<file path="src/rtl/debounce_edge.sv">
// Debounces an asynchronous level: two-flop synchronizer, then a stability counter
// that lets q follow only after STABLE_CYCLES consecutive enabled mismatching cycles.
module debounce_edge #(
    parameter int STABLE_CYCLES = 4,
    parameter int CNT_W         = 4
) (
    input  logic clk,
    input  logic rst_n,
    input  logic en,
    input  logic d,
    output logic q,
    output logic rise,
    output logic fall,
    output logic busy
);

    typedef enum logic {
        ST_IDLE  = 1'b0,
        ST_COUNT = 1'b1
    } state_t;

    localparam logic [CNT_W-1:0] LP_LAST = CNT_W'(STABLE_CYCLES - 1);

    logic             r_s1;
    logic             r_s2;
    state_t           r_state;
    state_t           w_state_nxt;
    logic [CNT_W-1:0] r_cnt;
    logic [CNT_W-1:0] w_cnt_nxt;
    logic             r_q;
    logic             w_q_nxt;
    logic             r_rise;
    logic             r_fall;
    logic             w_known;
    logic             w_mismatch;

    // Synchronizer stage: d is only ever seen through r_s2.
    always_ff @(posedge clk or negedge rst_n) begin
        if (!rst_n) begin
            r_s1 <= 1'b0;
            r_s2 <= 1'b0;
        end else begin
            r_s1 <= d;
            r_s2 <= r_s1;
        end
    end

    // An unknown synchronizer output is treated as agreeing with q, so it can never flip q.
    assign w_known    = (r_s2 === 1'b0) || (r_s2 === 1'b1);
    assign w_mismatch = w_known && (r_s2 != r_q);

    always_comb begin
        w_state_nxt = r_state;
        w_cnt_nxt   = r_cnt;
        w_q_nxt     = r_q;
        if (en) begin
            if (w_mismatch) begin
                case (r_state)
                    ST_IDLE: begin
                        if (STABLE_CYCLES == 1) begin
                            w_q_nxt = ~r_q;
                        end else begin
                            w_cnt_nxt   = CNT_W'(1);
                            w_state_nxt = ST_COUNT;
                        end
                    end
                    ST_COUNT: begin
                        // >= rather than == so a corrupted count still terminates instead of wrapping.
                        if (r_cnt >= LP_LAST) begin
                            w_q_nxt     = ~r_q;
                            w_cnt_nxt   = '0;
                            w_state_nxt = ST_IDLE;
                        end else begin
                            w_cnt_nxt = r_cnt + CNT_W'(1);
                        end
                    end
                    default: begin
                        w_cnt_nxt   = '0;
                        w_state_nxt = ST_IDLE;
                    end
                endcase
            end else begin
                w_cnt_nxt   = '0;
                w_state_nxt = ST_IDLE;
            end
        end
    end

    // State/output register stage: edge pulses are registered alongside the q update.
    always_ff @(posedge clk or negedge rst_n) begin
        if (!rst_n) begin
            r_state <= ST_IDLE;
            r_cnt   <= '0;
            r_q     <= 1'b0;
            r_rise  <= 1'b0;
            r_fall  <= 1'b0;
        end else begin
            r_state <= w_state_nxt;
            r_cnt   <= w_cnt_nxt;
            r_q     <= w_q_nxt;
            r_rise  <= w_q_nxt & ~r_q;
            r_fall  <= ~w_q_nxt & r_q;
        end
    end

    assign q    = r_q;
    assign rise = r_rise;
    assign fall = r_fall;
    assign busy = (r_cnt != '0);

endmodule

</file>
<file path="config.mk">
export PLATFORM = sky130hd
export DESIGN_NAME = debounce_edge
export DESIGN_NICKNAME = d
export VERILOG_FILES = /design/src/rtl/debounce_edge.sv
export SDC_FILE = /design/constraint.sdc
export NUM_CORES = 1
export LEC_CHECK = 0
export ABC_AREA = 1
export BUFFER_PORTS_ARGS = -buffer_cell sky130_fd_sc_hd__buf_2
export CAP_MARGIN = 25
export CORE_MARGIN = 3
export CORE_UTILIZATION = 35
export CTS_CLUSTER_SIZE = 40
export DETAILED_ROUTE_END_ITERATION = 8
export GPL_TIMING_DRIVEN = 0
export SYNTH_ARGS = -nofsm -noshare
export SYNTH_HDL_FRONTEND = slang
export SYNTH_SLANG_ARGS = --single-unit
</file>
<file path="constraint.sdc">
create_clock -name clk -period 2.3 [get_ports clk]
set_clock_uncertainty 0.15 [all_clocks]
set_input_delay 0.115 -clock clk [delete_from_list [all_inputs] [get_ports clk]]
set_output_delay 0.115 -clock clk [all_outputs]
set_load 0.05 [all_outputs]
</file>
Word level (Yosys, flattened, before mapping)
Index checks and enable logic that the tools add are counted.
Cells by class
  add/sub/neg operators: 1
  magnitude comparators: 1
  equality and inequality tests: 3
  mux-type cells: 10
  bitwise gates (word level): 5
  reduce and logical (&&, ||, !) cells: 3
Operators with widths (number)
  two-way mux 4 bit: 2
  one-hot mux 4 bit (2 select lines): 1
  two-way mux 1 bit: 6
  adder 4 x 1 -> 4 bit (second input constant): 1
  greater-or-equal comparator 4 x 2 -> 1 bit (second input constant): 1
  nonzero test 4 bit: 1
  inverter 1 bit: 3
  bitwise AND 1 bit: 2
  === test 1 bit (second input constant): 2
  one-hot mux 1 bit (2 select lines): 1
  logical AND 1 bit: 1
  logical OR 1 bit: 1
  inequality test 1 bit: 1
Storage, ports and cells
  flip-flop bits (word level): 10
  input bits: 4
  logic and storage cells: 30

Depth between registers and ports, before layout
Gate-level depths: netlist of the first run.
  depth in word-level cells: 7
  gate-level depth with buffers: 7

Worst setup path after synthesis of the first run
No wires, ideal clock.
  path type: register to register
  from: reg r_q, in the netlist q
  to: reg r_cnt[1]
  setup time: 118 ps
  data arrival time: 1028 ps
  setup slack: 1004 ps
  cell stages (with the launch flop): 6
  buffers on the path: 0
  cell sequence: dfrtp_1 inv_1 nand2_1 nand2_1 nand4_1 nand2_1
Between the ends
  cells in the longest elaborated chain, start to end: 3
RTL lines
  start: declaration: RTL line 30  | logic r_q;
  start signal: assignment: RTL line 100  | r_q <= w_q_nxt;
  inequality test 1 bit: RTL line 50  | assign w_mismatch = w_known && (r_s2 != r_q);
  logical AND 1 bit: RTL line 50
  two-way mux 4 bit: RTL line 57  | if (w_mismatch) begin
  end signal: assignment: RTL line 99  | r_cnt <= w_cnt_nxt;
  end: declaration: RTL line 28  | logic [CNT_W-1:0] r_cnt;
Every way passes these cells.
A chain may end at the register's enable or synchronous reset.

Final worst setup path of the first run
  from: reg r_cnt[0]
  to: out busy
Between the ends
  cells in the longest elaborated chain, start to end: 1
RTL lines
  nonzero test 4 bit: RTL line 109  | assign busy = (r_cnt != '0);
  end: declaration: RTL line 14  | output logic busy
Every way passes these cells.

==> results of run 1 <==
cells by family (layout without fill, tap and decap cells):
family,count (synthesis),count (layout),synth area share
adder cells (fa/ha/maj),2,2,0.0551
buffers and inverters,11,24,0.0937
AO/OA/AOI/OAI,1,1,0.0193
AND/OR/NAND/NOR,25,25,0.281
flip-flops,10,10,0.551
final cells by class:
cell class | instances | area (um2) | share of cell area
Timing Repair Buffer | 10 | 65.1 | 0.116
Multi-Input combinational cell | 28 | 161 | 0.289
Tap cell | 14 | 17.5 | 0.0313
Inverter | 11 | 42.5 | 0.0761
Sequential cell | 10 | 250 | 0.447
Clock buffer | 3 | 22.5 | 0.0403
sequential cells by signal, summed over array words and instances (netlist names):
name / count
r_s2: 1
r_state: 1
r_cnt: 4
q: 1
fall: 1
rise: 1
r_s1: 1
synthesized netlist by cell type:
| library cell | number |
|---|---|
| ha_1 | 2 |
| inv_1 | 7 |
| nand2_4 | 2 |
| inv_2 | 2 |
| nand2_2 | 2 |
| clkinv_2 | 1 |
| nand4_1 | 1 |
| nand2_1 | 12 |
| nand3_1 | 3 |
| o21ai_2 | 1 |
| clkinv_1 | 1 |
| nor2_1 | 4 |
| dfrtp_1 | 10 |
| nor2_4 | 1 |
repair_timing:
action	in CTS	in global routing
endpoints found under the hold margin	13	0
endpoints found under the setup margin	0	0
hold buffers	3	0
resized for setup	0	0
per-layer routing:
metal	vias to the layer above	share of wire	GRT usage
met2	7	0.46	0.154
met5	-	0	0
li1	173	-	-
met3	5	0.057	0.0515
met1	148	0.44	0.119
met4	0	0.042	0.0932
where the power goes:
group          switching (mW)  internal, mW  leakage (nW)
Sequential             0.0159         0.196         0.127
Clock                  0.0566        0.0603        0.0138
Combinational          0.0984        0.0427         0.177
Total                   0.171         0.299         0.318
how the worst max path moves through the flow:
stage | end | cells after the start | from | slack [ns]
3_5_place_dp | q | 7 | r_cnt[0] | 1.08
3_3_place_gp | q | 7 | r_cnt[0] | 1.09
4_1_cts | busy | 4 | r_cnt[0] | 0.82
5_1_grt | busy | 4 | r_cnt[0] | 0.76
2_1_floorplan | r_cnt[1] | 5 | q | 1.00
6_report | busy | 4 | r_cnt[0] | 0.83
worst max-delay path, delay by kind of cell, from the launching register on:
kind,cells,cell delay [ns]
buf+inv,2,0.32
fa+ha+maj,1,0.19
simple gates,1,0.06
flops,1,0.37
==> metrics.yaml, run 1 <==
wl_um: 741
r2r-end: "q"
final_cells: 76
syn_nets: 55
grt-ovfl-total: 0
grt_setup_unrepaired: "no"
final_cell_mix: "12 x nand2_1, 10 x dfrtp_1, 7 x inv_1, 7 x buf_2, 4 x nor2_1"
die-width_um: 42.0
grt_usage: 0.108
postSynthAreaPerCell_um2: 9.27
crit_path_cell_trace: "inv_1 -> ha_1 -> nand2_1 -> buf_2"
cts_root_buf: "clkbuf_4"
antenna_found_initial: 0
post_cts_buffers: 0
ys_warn_count: 0
layout_commonest_cell: "nand2_1"
dp_hpwl_um: 564
cts_made_buffers: 3
post-route-drc-count: 0
netlist_instances: 49
insertion_delay_ns: 0.26
worst_slack_ns: 0.835
max-clock-path-buffers: 2
arrival_ns: 1.20
crit_type: "register to primary output"
htreeDepth: 1
cts.clk_slew.worst_paths_ns: 0.06
rows: 12
wire_per_inst_um: 9.75
drt_iter0_markers: 3
startpoint_type: "register"
dr.pass1.iters: 5
cts_sinks: 10
netlist.area_leader.share: 0.551
power_density_nw_per_um2: 840
layout.nets: 70
vias: 333
grt_max_degree: 11
drive_above_1_share: 0.306
worstSetupEndpointType: "primary output"
first_global_vias: 322
cp_slowest_cell: "dfrtp_1"
synth_top_cell_by_area: "dfrtp_1"
cts_tree: "done"
setup_viol: 0
post-place-cells: 70
period_minus_slack_ns: 1.47
hold_violations: 0
holdWs_ns: 0.0836
initial_utilization: 0.393
num-fill-cells: 110
ir_drop_mv: 0.403
worstPathMaxFanout: 3
status: "finished clean"
dieArea_um2: 1770
syn_to_final_growth_pct: 23.1
critPathMaxStageDelay_ns: 0.37
maxCapViolations: 0
synth-seq-cells: 10
ios: 8
tns_ns: 0
timing.rr.start: "r_cnt[0]"
r2r_slack_ns: 1.07
relSlewSlack: 0.835
die_h_um: 42.0
core_um2: 1160
post-route-period-util: 0.637
fmax_ghz: 0.682
port_buffers: 7
drv_slew: 0
placed_area_um2: 507
antenna_cells: 0
power_leakage_nw: 0.318
fin_util: 0.484
place_congestion: 0.648
grt_pass1_wl_mm: 1.35
synth_cell_types: 14
worst_pin_slew_ns: 0.249
syn_area_um2: 454
min_path_type: "primary input to async pin"
ant_nets: 0
final_area_um2: 559
routed_via_density: 4.38
synthTopCellsByArea: "dfrtp_1 55%, nand2_1 9.9%, inv_1 5.8%"
power.total_uw: 470
critPathRequiredTime_ns: 2.04
place_ws_ns: 1.08
rr_worst_depth: 7
synth-seq-area-share: 0.551
Power figures use the tool's default switching activity.
==> inputs of run 2 (changes only) <==
--- a/config.mk
+++ b/config.mk
@@ -5,13 +5,13 @@
 export SDC_FILE = /design/constraint.sdc
 export NUM_CORES = 1
 export LEC_CHECK = 0
-export ABC_AREA = 1
+export ABC_AREA = 0
 export BUFFER_PORTS_ARGS = -buffer_cell sky130_fd_sc_hd__buf_2
 export CAP_MARGIN = 25
-export CORE_MARGIN = 3
-export CORE_UTILIZATION = 35
+export CORE_AREA = 3 3 40 42
 export CTS_CLUSTER_SIZE = 40
 export DETAILED_ROUTE_END_ITERATION = 8
+export DIE_AREA = 0 0 43 45
 export GPL_TIMING_DRIVEN = 0
 export SYNTH_ARGS = -nofsm -noshare
 export SYNTH_HDL_FRONTEND = slang
==> constraint.sdc (replaced) <==
create_clock -name clk -period 1.5 [get_ports clk]
set_clock_uncertainty 0.15 [all_clocks]
set_input_delay 0.075 -clock clk [delete_from_list [all_inputs] [get_ports clk]]
set_output_delay 0.075 -clock clk [all_outputs]
set_load 0.05 [all_outputs]
==> metrics.yaml, run 2 <==
port_buffers: 7  # unchanged
clkPwrFrac: 0.282  # was 0.249
htreeDepth: 1  # unchanged
ios: 8  # unchanged
yosys.area_share.simple: 0.138  # was 0.281
ant_nets: 0  # unchanged
hold_violations: 0  # unchanged
power_density_nw_per_um2: 1440  # was 840 nW/um2
dp_hpwl_um: 497  # was 564 um
synth-seq-area-share: 0.588  # was 0.551
post-route-period-util: 1.00
cts_tree: "done"  # unchanged
cts_sinks: 10  # unchanged
worstPathMaxFanout: 4  # was 3
final_cell_mix: "9 x dfrtp_1, 6 x buf_2, 4 x clkbuf_4"  # was 12 x nand2_1, 10 x dfrtp_1, 7 x inv_1, 7 x buf_2, 4 x nor2_1
synthTopCellsByArea: "dfrtp_1 59%, ha_1 5.9%, o311ai_2 3.8%"  # was dfrtp_1 55%, nand2_1 9.9%, inv_1 5.8%
cts_root_buf: "clkbuf_4"  # unchanged
drt_iter0_markers: 2  # was 3
initial_utilization: 0.331  # was 0.393
period_minus_slack_ns: 1.50
synth_edf_count: 0  # unchanged
post-place-cells: 55  # was 70
p_sw_uw: 293  # was 171 uW
drv_slew: 0  # unchanged
grt-ovfl-total: 0  # unchanged
power.total_uw: 850  # was 470 uW
netlist_instances: 33  # was 49
worst_pin_slew_ns: 0.355  # was 0.249 ns
min_path_type: "primary input to async pin"  # unchanged
startpoint_type: "register"  # unchanged
grt_setup_unrepaired: "yes"  # was no
critPathRequiredTime_ns: 1.49  # was 2.04 ns
die-width_um: 43  # was 42.0 um
worst_slack_ns: -0.00204  # was 0.835 ns
cts_made_buffers: 3  # unchanged
internal_power_uw: 557  # was 299 uW
status: "finished, violations left"  # was finished clean
syn_to_final_growth_pct: 38.8  # was 23.1%
synth_cell_types: 17  # was 14
yosysMostFrequentCell: "dfrtp_1"  # was nand2_1
synth_ff_type: "dfrtp_1"  # unchanged
synth_xor_area_frac: 0.0206  # was 0
synth_mux_area_frac: 0.0265  # was 0
synth_top_cell_by_area: "dfrtp_1"  # unchanged
relSlewSlack: 0.762  # was 0.835
post-route-drc-count: 0  # unchanged
cts.clk_slew.worst_paths_ns: 0.07  # was 0.06 ns
crit_type: "register to register"  # was register to primary output
grt_max_degree: 11  # unchanged
maxCapViolations: 0  # unchanged
ir_drop_mv: 0.546  # was 0.403 mV
netlist.area_leader.share: 0.588  # was 0.551
postSynthAreaPerCell_um2: 12.9  # was 9.27 um2
largest_reg_flops: 4  # unchanged
syn_area_um2: 425  # was 454 um2
arrival_ns: 1.50  # was 1.20 ns
holdWs_ns: 0.0338  # was 0.0836 ns
worstSetupEndpointType: "register"  # was primary output
syn_nets: 39  # was 55
synth_compound_area_frac: 0.141  # was 0.0193
synth-seq-cells: 10  # unchanged
tns_ns: -0.00204  # was 0 ns
timing.rr.start: "r_cnt[0]"  # unchanged
power_leakage_nw: 0.273  # was 0.318 nW
setup_viol: 1  # was 0
layout.nets: 55  # was 70
switching_share: 0.345  # was 0.364
rows: 13  # was 12
grt_pass1_wl_mm: 1.32  # was 1.35 mm
crit_start: "r_cnt[0]"  # unchanged
ys_warn_count: 0  # unchanged
grt_usage: 0.0953  # was 0.108
core_um2: 1280  # was 1160 um2
violations: "negative setup slack"
antenna_cells: 0  # unchanged
die_h_um: 45  # was 42.0 um
final_cells: 63  # was 76
fmax_ghz: 0.666
vias: 298  # was 333
seqPwrFrac: 0.416  # was 0.451
layout_commonest_cell: "dfrtp_1"  # was nand2_1
dieArea_um2: 1940  # was 1770 um2
synth_adder_area_share: 0.0588  # was 0.0551
dr.pass1.iters: 2  # was 5
synth_top_family_by_area: "compound AO/OA/AOI/OAI gates"  # was simple AND/OR/NAND/NOR gates
fin_util: 0.460  # was 0.484
place_congestion: 0.758  # was 0.648
insertion_delay_ns: 0.26  # about the same
pwr-share-comb: 0.302  # was 0.301
num-fill-cells: 124  # was 110
wl_um: 762  # was 741 um
antenna_found_initial: 0  # unchanged
first_global_vias: 289  # was 322
drive_above_1_share: 0.354  # was 0.306
routed_via_density: 4.73  # was 4.38
regMostFlops: "r_cnt"  # unchanged
yosys-top-cells-count: "10 x dfrtp_1, 3 x inv_1"  # was 12 x nand2_1, 10 x dfrtp_1, 7 x inv_1
max-clock-path-buffers: 2  # unchanged
wire_per_inst_um: 12.1  # was 9.75 um
async_flop_share: 1.00  # unchanged
[run 2: power groups by stage]
stage	logic, mW	registers, mW	clock network (mW)
3_5_place_dp	0.207	0.347	0
3_3_place_gp	0.204	0.345	0
6_report	0.256	0.354	0.240
2_1_floorplan	0.127	0.372	0
4_1_cts	0.242	0.352	0.242
5_1_grt	0.276	0.362	0.267
[run 2: metrics by stage]
step	instance area, um2	setup WS [ns]
3_5_place_dp	482	-0.0576
4_1_cts	581	0.00175
3_3_place_gp	482	-0.0485
6_report	591	-0.00204
5_1_grt	591	-0.0499
2_1_floorplan	428	0.0197
[run 2: what timing repair did]
action / CTS / global route
endpoints found under the hold margin: 14 / 0
pin swaps: 0 / 1
buffers inserted: 1 / 0
gates resized for setup: 4 / 2
hold buffers: 3 / 0
setup endpoints to repair: 2 / 3
[run 2: critical path, stage by stage, from the launching register on]
cell and delay (ns):
dfrtp_2 0.44, ha_4 0.19, o311ai_4 0.27, mux2_4 0.34
[run 2: cells by family after synthesis]
family | after synthesis
muxes | 1
AOI/OAI and AO/OA | 6
adders and majority gates | 2
xor gates and xnor gates | 1
DFF | 10
buffers and inverters | 3
and+or+nand+nor | 10
[run 2: final timing paths]
| check | end | slack, ns | cells past startpoint |
|---|---|---|---|
| max | q | -0.002 | 3 |
| min | fall | 0.03 | 2 |
| max reg2reg | q | -0.002 | 3 |
| min reg2reg | r_s2 | 0.20 | 0 |
| max in group asynchronous | r_cnt[0] | 0.97 | 2 |
| min in group clk | r_s2 | 0.20 | 0 |
[run 2: final cells by class]
class                           instances  area, um2  area share
Tap cell                               15       18.8      0.0318
Sequential cell                        10        251       0.426
Timing Repair Buffer                   11       75.1       0.127
Multi-Input combinational cell         20        198       0.335
Clock buffer                            4       36.3      0.0614
Inverter                                3       11.3      0.0191
[run 2: routing by layer]
layer  track usage  share of wire  vias to the layer above
li1              -              -                      147
met1         0.125           0.42                      138
met2         0.141           0.49                        9
met3        0.0279          0.067                        4
met4        0.0542          0.022                        0
met5             0              0                        -
